### src/rtl/fwd_scoreboard_unit.sv
// Forwarding / hazard unit for the 5-stage pipeline.
// Keeps a DEPTH-entry shift scoreboard of in-flight register writers, resolves
// NUM_SRC source operands of the instruction in ID, and produces registered
// EX-stage forward selects plus a combinational stall with run-length tracking.
module fwd_scoreboard_unit #(
  parameter int unsigned REG_AW      = 5,
  parameter int unsigned NUM_SRC     = 2,
  parameter int unsigned DEPTH       = 3,
  parameter int unsigned SEL_W       = $clog2(DEPTH),
  parameter int unsigned CNT_W       = 4,
  parameter int unsigned STALL_LIMIT = 12
) (
  input  logic                      clk,
  input  logic                      rst_n,
  input  logic                      advance,
  input  logic                      flush,
  input  logic                      issue_valid,
  input  logic                      issue_wr_en,
  input  logic [REG_AW-1:0]         issue_wr_addr,
  input  logic [SEL_W-1:0]          issue_avail,
  input  logic [NUM_SRC-1:0]        src_used,
  input  logic [NUM_SRC*REG_AW-1:0] src_addr,
  output logic [NUM_SRC*SEL_W-1:0]  fwd_sel,
  output logic                      stall,
  output logic [CNT_W-1:0]          stall_run,
  output logic                      stall_timeout
);

  logic [DEPTH-1:0]                 valid_q, valid_d;
  logic [DEPTH-1:0][REG_AW-1:0]     addr_q, addr_d;
  logic [DEPTH-1:0][SEL_W-1:0]      avail_q, avail_d;
  logic [NUM_SRC*SEL_W-1:0]         fwd_sel_q, fwd_sel_d;
  logic [CNT_W-1:0]                 stall_run_q, stall_run_d;
  logic                             stall_timeout_q, stall_timeout_d;

  logic [NUM_SRC*SEL_W-1:0]         sel_res;
  logic [NUM_SRC-1:0]               hazard;
  logic [SEL_W-1:0]                 avail_clamped;
  logic                             accept;

  // Per-operand resolve: the youngest (lowest-index) matching writer decides.
  always_comb begin
    sel_res = '0;
    hazard  = '0;
    for (int unsigned i = 0; i < NUM_SRC; i++) begin : g_res
      logic              found;
      logic [REG_AW-1:0] sa;
      found = 1'b0;
      sa    = src_addr[i*REG_AW +: REG_AW];
      if (src_used[i] && (sa != '0)) begin
        for (int unsigned k = 0; k < DEPTH; k++) begin
          if (!found && valid_q[k] && (addr_q[k] == sa)) begin
            found = 1'b1;
            // The retiring entry is covered by regfile write-before-read.
            if (k != DEPTH - 1) begin
              if ((k + 1) >= 32'(avail_q[k]))
                sel_res[i*SEL_W +: SEL_W] = SEL_W'(k + 1);
              else
                hazard[i] = 1'b1;
            end
          end
        end
      end
    end
  end

  // Stall request, issue acceptance and clamped result-availability index.
  always_comb begin
    stall  = issue_valid & ~flush & (|hazard);
    accept = issue_valid & ~flush & ~stall;
    if (issue_avail == '0)
      avail_clamped = SEL_W'(1);
    else if (32'(issue_avail) > DEPTH - 1)
      avail_clamped = SEL_W'(DEPTH - 1);
    else
      avail_clamped = issue_avail;
  end

  // Next state: scoreboard shift, forward selects, stall run-length and sticky timeout.
  always_comb begin
    valid_d         = valid_q;
    addr_d          = addr_q;
    avail_d         = avail_q;
    fwd_sel_d       = fwd_sel_q;
    stall_run_d     = stall_run_q;
    stall_timeout_d = stall_timeout_q | (stall_run_q == CNT_W'(STALL_LIMIT));

    if (advance) begin
      for (int unsigned k = DEPTH - 1; k > 0; k--) begin
        valid_d[k] = valid_q[k-1];
        addr_d[k]  = addr_q[k-1];
        avail_d[k] = avail_q[k-1];
      end
      if (accept) begin
        valid_d[0] = issue_wr_en & (issue_wr_addr != '0);
        addr_d[0]  = issue_wr_addr;
        avail_d[0] = avail_clamped;
        fwd_sel_d  = sel_res;
      end else begin
        valid_d[0] = 1'b0;
        addr_d[0]  = '0;
        avail_d[0] = SEL_W'(1);
        fwd_sel_d  = '0;
      end
    end

    // Stall counts even while frozen; only an advancing non-stall edge clears it.
    if (stall) begin
      if (stall_run_q != '1)
        stall_run_d = stall_run_q + CNT_W'(1);
    end else if (advance) begin
      stall_run_d = '0;
    end
  end

  // State registers with synchronous active-low reset.
  always_ff @(posedge clk) begin
    if (!rst_n) begin
      valid_q         <= '0;
      addr_q          <= '0;
      avail_q         <= '0;
      fwd_sel_q       <= '0;
      stall_run_q     <= '0;
      stall_timeout_q <= 1'b0;
    end else begin
      valid_q         <= valid_d;
      addr_q          <= addr_d;
      avail_q         <= avail_d;
      fwd_sel_q       <= fwd_sel_d;
      stall_run_q     <= stall_run_d;
      stall_timeout_q <= stall_timeout_d;
    end
  end

  assign fwd_sel       = fwd_sel_q;
  assign stall_run     = stall_run_q;
  assign stall_timeout = stall_timeout_q;

endmodule

### config.mk
export PLATFORM = sky130hd
export DESIGN_NAME = fwd_scoreboard_unit
export DESIGN_NICKNAME = d
export VERILOG_FILES = /design/src/rtl/fwd_scoreboard_unit.sv
export SDC_FILE = /design/constraint.sdc
export NUM_CORES = 1
export LEC_CHECK = 0
export CAP_MARGIN = 20
export CORE_AREA = 2 2 56 58
export DETAILED_ROUTE_END_ITERATION = 6
export DIE_AREA = 0 0 58 60
export GPL_TIMING_DRIVEN = 0
export PLACE_DENSITY = 0.75
export SETUP_SLACK_MARGIN = 0.2
export SKIP_CTS_REPAIR_TIMING = 1
export SLEW_MARGIN = 20
export SYNTH_ARGS = -nofsm -noshare
export SYNTH_HDL_FRONTEND = slang
export SYNTH_SLANG_ARGS = --single-unit
### constraint.sdc
create_clock -name clk -period 2.5 [get_ports clk]
set_input_delay 0.5 -clock clk [delete_from_list [all_inputs] [get_ports clk]]
set_output_delay 0.5 -clock clk [all_outputs]
set_load 0.05 [all_outputs]
==> run_results.csv, run 1 <==
group,metric,value,unit
status,status,"complete, but fails checks",
status,violations,"setup timing",
die,die_x,58,um
detailed_routing,vias,1235,
critical_path,cp.depth,8,
die,row_count,20,
clocking,ctsHtreeMaxLevel,1,
critical_path,end_kind,"primary output",
sta,worst_slew_pin_slew,641,ps
grt,antenna_found_initial,0,
layout,final_cells,222,
layout,postLayoutCoreUtil,64.3,%
die,core-area,2900,sq um
clocking,cts_sinks,25,
synth,yosysSeqAreaShare,37.2,%
min_path,min_delay_path_depth,2,
grt,grt_pass1_wl,5110,um
grt,grt_overflow,0,
grt,grt_max_degree,15,
clocking,clkTransAtPathRegs,150,ps
place,gp_congestion,0.787,
sta,finalSetupTns,-88.9,ps
critical_path,start_kind,"primary input",
layout,area.growth.synth_to_final,38.8,%
critical_path,cpPeakStageDelay,310,ps
detailed_routing,drt-initial-drc-count,41,
die,fp.dieH,60,um
clocking,numCtsBuffers,3,
sta,final_max_slew_viol_count,0,
layout,drive_above_1_share,13.8,%
clocking,clk_latency,320,ps
detailed_routing,vias_per_cell,5.56,
power_and_ir_drop,total_power,0.705,mW
detailed_routing,routed_wl,3320,um
sta,relSlewSlack,57.2,%
synth,synth_cells,148,
place,io_buffers,33,
synth,synth.avg_cell_area,9.09,sq um
clocking,root_buffer,"clkbuf_4",
synth,yosys_register_bits,25,
die,ios,35,
min_path,min_path_type,"reg2reg",
synth,syn_area,1350,sq um
power_and_ir_drop,p_leak,0.760,nW
place,placed_cells,214,
critical_path,slowest_stage,"nor4_1",
sta,fin_skew,9.08,ps
detailed_routing,wire_per_inst,15.0,um
detailed_routing,postRouteAntennaNets,0,
grt,grt_pass1_vias,1208,
synth,synth_fp_nets,175,
clocking,clock_path_buffers,2,
sta,rsz0062_at_grt,"true",
place,dp_slack,-987,ps
critical_path,rr_worst_depth,8,
grt,grt_use_total,19.0,%
clocking,tritoncts,"built",
layout,fillers,254,
sta,finalHoldViolCount,0,
sta,worst_slack,-88.9,ps
synth,yosysWarnings,0,
job,drv_cap,0,
critical_path,cp_cell_sequence,"dlymetal6s2s_1, xor2_1, nor4_1, and3_1, mux2i_2, o22a_2, nor2_4, buf_6",
critical_path,crit_fanout,3,
synth,synth_cell_types,33,
die,start_util,46.3,%
critical_path,arrival,2090,ps
layout,final_nets,217,
detailed_routing,first_pass_iters,4,
layout,seqCellArea,503,sq um
place,hpwl,2490,um
detailed_routing,drc,0,
sta,fmax,0.386,GHz
critical_path,cp_top_family,"simple AND/OR/NAND/NOR gates",
sta,final-setup-viol-count,1,
die,die-area,3480,sq um
critical_path,criticalPathCategory,"in2out",
critical_path,cp.required,2000,ps
critical_path,critPathBufInv,2,
sta,finalCritPeriodShare,104,%
power_and_ir_drop,p_per_area,378,nW/um^2
layout,antenna_cells,0,
power_and_ir_drop,peakVddDrop,0.305,mV
sta,period_minus_slack,2590,ps
layout,multi_input_area,860,sq um
flip-flops by register name, summed over array words and instances, names as in the netlist:
register / cells
stall_run: 4
avail_q: 4
addr_q: 10
valid_q: 2
fwd_sel: 4
stall_timeout: 1
final timing paths:
kind	from	to	slack, ps
max	src_addr[0]	stall	-90
min	fwd_sel[1]	fwd_sel[1]	470
max reg2reg	addr_q[0]	stall_run[3]	210
min reg2reg	fwd_sel[1]	fwd_sel[1]	470
logic make-up after synthesis:
logic type	synth area share (%)
compound gates	14.9
xor+xnor	13.0
fa+ha+maj	1.86
buf+inv	3.63
flops	37.2
mux	7.44
simple gates	22.0
Yosys cell counts:
library cell	instances	area, sq um
o2111ai_1	1	8.76
nor4_1	6	37.5
nor3b_1	1	7.51
o211ai_1	1	7.51
clkbuf_1	4	15.0
inv_1	6	22.5
o21ai_0	10	50.1
o41ai_1	2	17.5
a21oi_1	1	5.00
mux2i_1	10	100
and3_1	4	25.0
a31oi_1	1	6.26
nand4b_1	1	8.76
and3_2	1	7.51
o221a_2	1	11.3
nand4_1	2	12.5
ha_1	2	25.0
nor2_1	3	11.3
nand3_1	9	45.0
o32ai_2	1	16.3
a22o_1	6	52.6
xnor2_1	8	70.1
dfxtp_1	25	500
or2_2	1	6.26
o21ai_1	3	15.0
o22a_2	1	10.0
nand2_1	9	33.8
nand2b_1	1	6.26
and2_4	1	8.76
buf_6	1	11.3
xor2_1	12	105
or4_1	3	22.5
nor2b_1	10	62.6
report_power, final:
part | switching (mW) | internal, mW
logic | 0.0500 | 0.0592
clock network | 0.124 | 0.0598
registers | 0.00712 | 0.405
cell type report:
class	instances	area share, %
multi-input combinational	112	46.0
sequential	25	26.9
timing repair buffer	37	20.7
tap	33	2.21
buffer	5	1.41
clock buffer	3	1.21
inverter	6	1.21
clock inverter	1	0.268
through the flow:
| stage | hold slack [ps] | area, sq um |
|---|---|---|
| 2_1_floorplan | 452 | 1350 |
| 3_3_place_gp | 436 | 1720 |
| 3_5_place_dp | 444 | 1720 |
| 4_1_cts | 475 | 1750 |
| 5_1_grt | 496 | 1870 |
| 6_report | 473 | 1870 |
worst register-to-register path, stage by stage, from the launching register on:
cell and delay (ps):
dfxtp_2 380, xor2_1 170, nor4_1 310, and3_1 270, mux2i_2 100, buf_4 160
o32ai_2 530, o21ai_0 210, o21ai_0 120
layer usage:
layer,wire (um),share of wire [%],track usage (%)
met2,1690,51,34.9
met4,40,1.2,6.64
met5,0,0,0
met3,157,4.7,2.38
met1,1430,43,22.7
cell usage in the layout (no fill, tap or decap), types with 2 or more instances in the layout:
cell type,n
nor2_1,2
or4_1,2
and3_1,4
nor4_1,4
dlymetal6s2s_1,10
dfxtp_2,2
a22o_1,6
xor2_1,12
o41ai_1,2
inv_1,6
nand3_1,9
clkdlybuf4s50_1,22
mux2i_1,8
buf_4,4
nand2_1,9
ha_1,2
clkbuf_1,4
nand4_1,2
nor2b_1,10
xnor2_1,8
buf_6,2
dfxtp_1,23
clkbuf_4,3
o21ai_0,10
No activity file was read; power rests on OpenSTA's default activity.
==> run 2, diff against run 1 <==
CORE_AREA = 2 2 68 70   (was 2 2 56 58)
DIE_AREA = 0 0 70 72   (was 0 0 58 60)
PLACE_DENSITY = 0.54   (was 0.75)
==> run 2 against run 1 <==
  * The run still ends with setup timing left
  * Via count increased by 1.9%
  * Register-to-register slack improved by 50 ps
  * Die area increased by 45%
  * Highest routed layer unchanged
  * First-iteration DRC count decreased by 20%
  * Design area increased by 3.0%
==> run_results.csv, run 2 (synthesis results as in run 1) <==
group,metric,value,unit
status,status,"complete, but fails checks",
status,violations,"setup timing",
detailed_routing,routed_wl,3570,um
sta,rsz0062_at_grt,"true",
min_path,min_to,"fwd_sel[1]",
die,start_util,31.5,%
die,ios,35,
power_and_ir_drop,internal_power,0.580,mW
layout,final_nets,219,
grt,grt_pass1_vias,1195,
die,die_x,70,um
place,io_buffers,33,
power_and_ir_drop,power_frac_seq,52.7,%
grt,grt_max_degree,17,
grt,grt_pass1_wl,5520,um
die,die-area,5040,sq um
sta,worst_slew_pin_slew,672,ps
die,row_count,24,
power_and_ir_drop,power.switching,0.200,mW
sta,finalHoldViolCount,0,
clocking,clock_path_buffers,2,
clocking,tritoncts,"built",
detailed_routing,wire_per_inst,14.7,um
critical_path,start_kind,"primary input",
clocking,ctsHtreeMaxLevel,1,
layout,drive_above_1_share,16.2,%
clocking,root_buffer,"clkbuf_8",
layout,largest_reg_flops,10,
grt,antenna_found_initial,0,
layout,postLayoutCoreUtil,45.1,%
min_path,min_delay_path_depth,2,
layout,area.growth.synth_to_final,43.0,%
power_and_ir_drop,p_per_area,405,nW/um^2
layout,layout_common_cells,"23 x dfxtp_1, 22 x clkdlybuf4s50_1, 12 x xor2_1",
critical_path,cp.required,2000,ps
critical_path,cpPeakStageDelay,270,ps
grt,grt_overflow,0,
place,dp_slack,-1000,ps
critical_path,criticalPathCategory,"in2out",
detailed_routing,vias,1259,
power_and_ir_drop,peakVddDrop,0.279,mV
grt,grt_use_total,13.5,%
clocking,cts_sinks,25,
sta,fmax,0.396,GHz
power_and_ir_drop,p_leak,0.765,nW
critical_path,crit_fanout,3,
min_path,hold_start,"fwd_sel[1]",
critical_path,r2r_setup_slack,260,ps
clocking,clkTransAtPathRegs,90,ps
place,hpwl,2700,um
clocking,numCtsBuffers,3,
layout,antenna_cells,0,
detailed_routing,drc,0,
critical_path,rr_worst_depth,8,
detailed_routing,postRouteAntennaNets,0,
critical_path,end_kind,"primary output",
detailed_routing,first_pass_iters,4,
critical_path,slowest_stage,"and3_2",
layout,design_area,1920,sq um
layout,regMostFlops,"addr_q",
clocking,clk_latency,270,ps
critical_path,r2r-end,"stall_run[2]",
layout,layout_commonest_cell,"dfxtp_1",
sta,relSlewSlack,55.2,%
sta,fin_skew,1.86,ps
job,drv_cap,0,
critical_path,cp_cell_sequence,"dlymetal6s2s_1, xor2_1, nor4_1, and3_2, mux2i_4, o22a_2, nor2_4, buf_6",
power_and_ir_drop,p_clk_share,33.1,%
min_path,min_path_type,"reg2reg",
sta,final_max_slew_viol_count,0,
place,gp_congestion,0.791,
critical_path,arrival,2020,ps
power_and_ir_drop,share_comb_of_total_power,14.2,%
die,core-area,4260,sq um
detailed_routing,vias_per_cell,5.18,
power_and_ir_drop,sw_frac_of_total,25.6,%
place,dpl_cell_area,1750,sq um
critical_path,rr_startpoint,"addr_q[3]",
sta,period_minus_slack,2520,ps
sta,hold_ws,457,ps
sta,worst_slack,-24.4,ps
sta,finalCritPeriodShare,101,%
die,fp.dieH,72,um
sta,final-setup-viol-count,1,
detailed_routing,drt-initial-drc-count,33,
run 2: per-layer routing:
layer | share of wire (%) | global-route usage [%]
met1 | 46 | 17.1
met2 | 50 | 23.5
met3 | 2.8 | 2.50
met4 | 0.92 | 3.85
met5 | 0 | 0
run 2: cell type report:
cell class / instances / area [sq um]
sequential: 25 / 505
clock buffer: 3 / 41.3
inverter: 6 / 22.5
tap: 52 / 65.1
timing repair buffer: 39 / 387
multi-input combinational: 112 / 867
fill: 422 / 2340
clock inverter: 1 / 8.76
buffer: 5 / 26.3
run 2: stage by stage:
step	total power [mW]	setup TNS [ps]	std cells
after floorplan	0.467	0	148
after global placement	0.523	-4260	233
after CTS	0.782	-1080	237
final	0.779	-24.4	243
after global routing	0.815	-99.3	243
after detailed placement	0.525	-4940	233
run 2: critical path, delay by kind of cell:
| kind | cells | cell delay (ps) |
|---|---|---|
| AND/OR/NAND/NOR | 3 | 570 |
| XOR/XNOR | 1 | 170 |
| multiplexers | 1 | 250 |
| AO/OA/AOI/OAI | 1 | 180 |
| buffers and inverters | 2 | 340 |
run 2: power groups by stage:
stage	combinational, mW	clock (mW)	sequential [mW]
global placement	0.103	0	0.420
CTS	0.105	0.266	0.411
floorplan	0.0489	0	0.418
global route	0.121	0.283	0.411
detailed placement	0.105	0	0.420
finish	0.111	0.258	0.411
run 2: worst max path at each step:
| stage | depth (start not counted) | to | startpoint | slack, ps |
|---|---|---|---|---|
| 6_report | 8 | stall | src_addr[5] | -20 |
| 5_1_grt | 7 | stall | addr_q[0] | -100 |
| 4_1_cts | 8 | stall | src_addr[5] | -1010 |
| 3_5_place_dp | 8 | stall | src_addr[5] | -1000 |
| 3_3_place_gp | 8 | stall | src_addr[5] | -980 |
| 2_1_floorplan | 6 | stall | src_addr[5] | 280 |
==> run 3, diff against run 2 <==
ABC_AREA = 0   (was default)
==> results of run 3 <==
No change in the layout: final DEF, timing and power equal those of run 2.
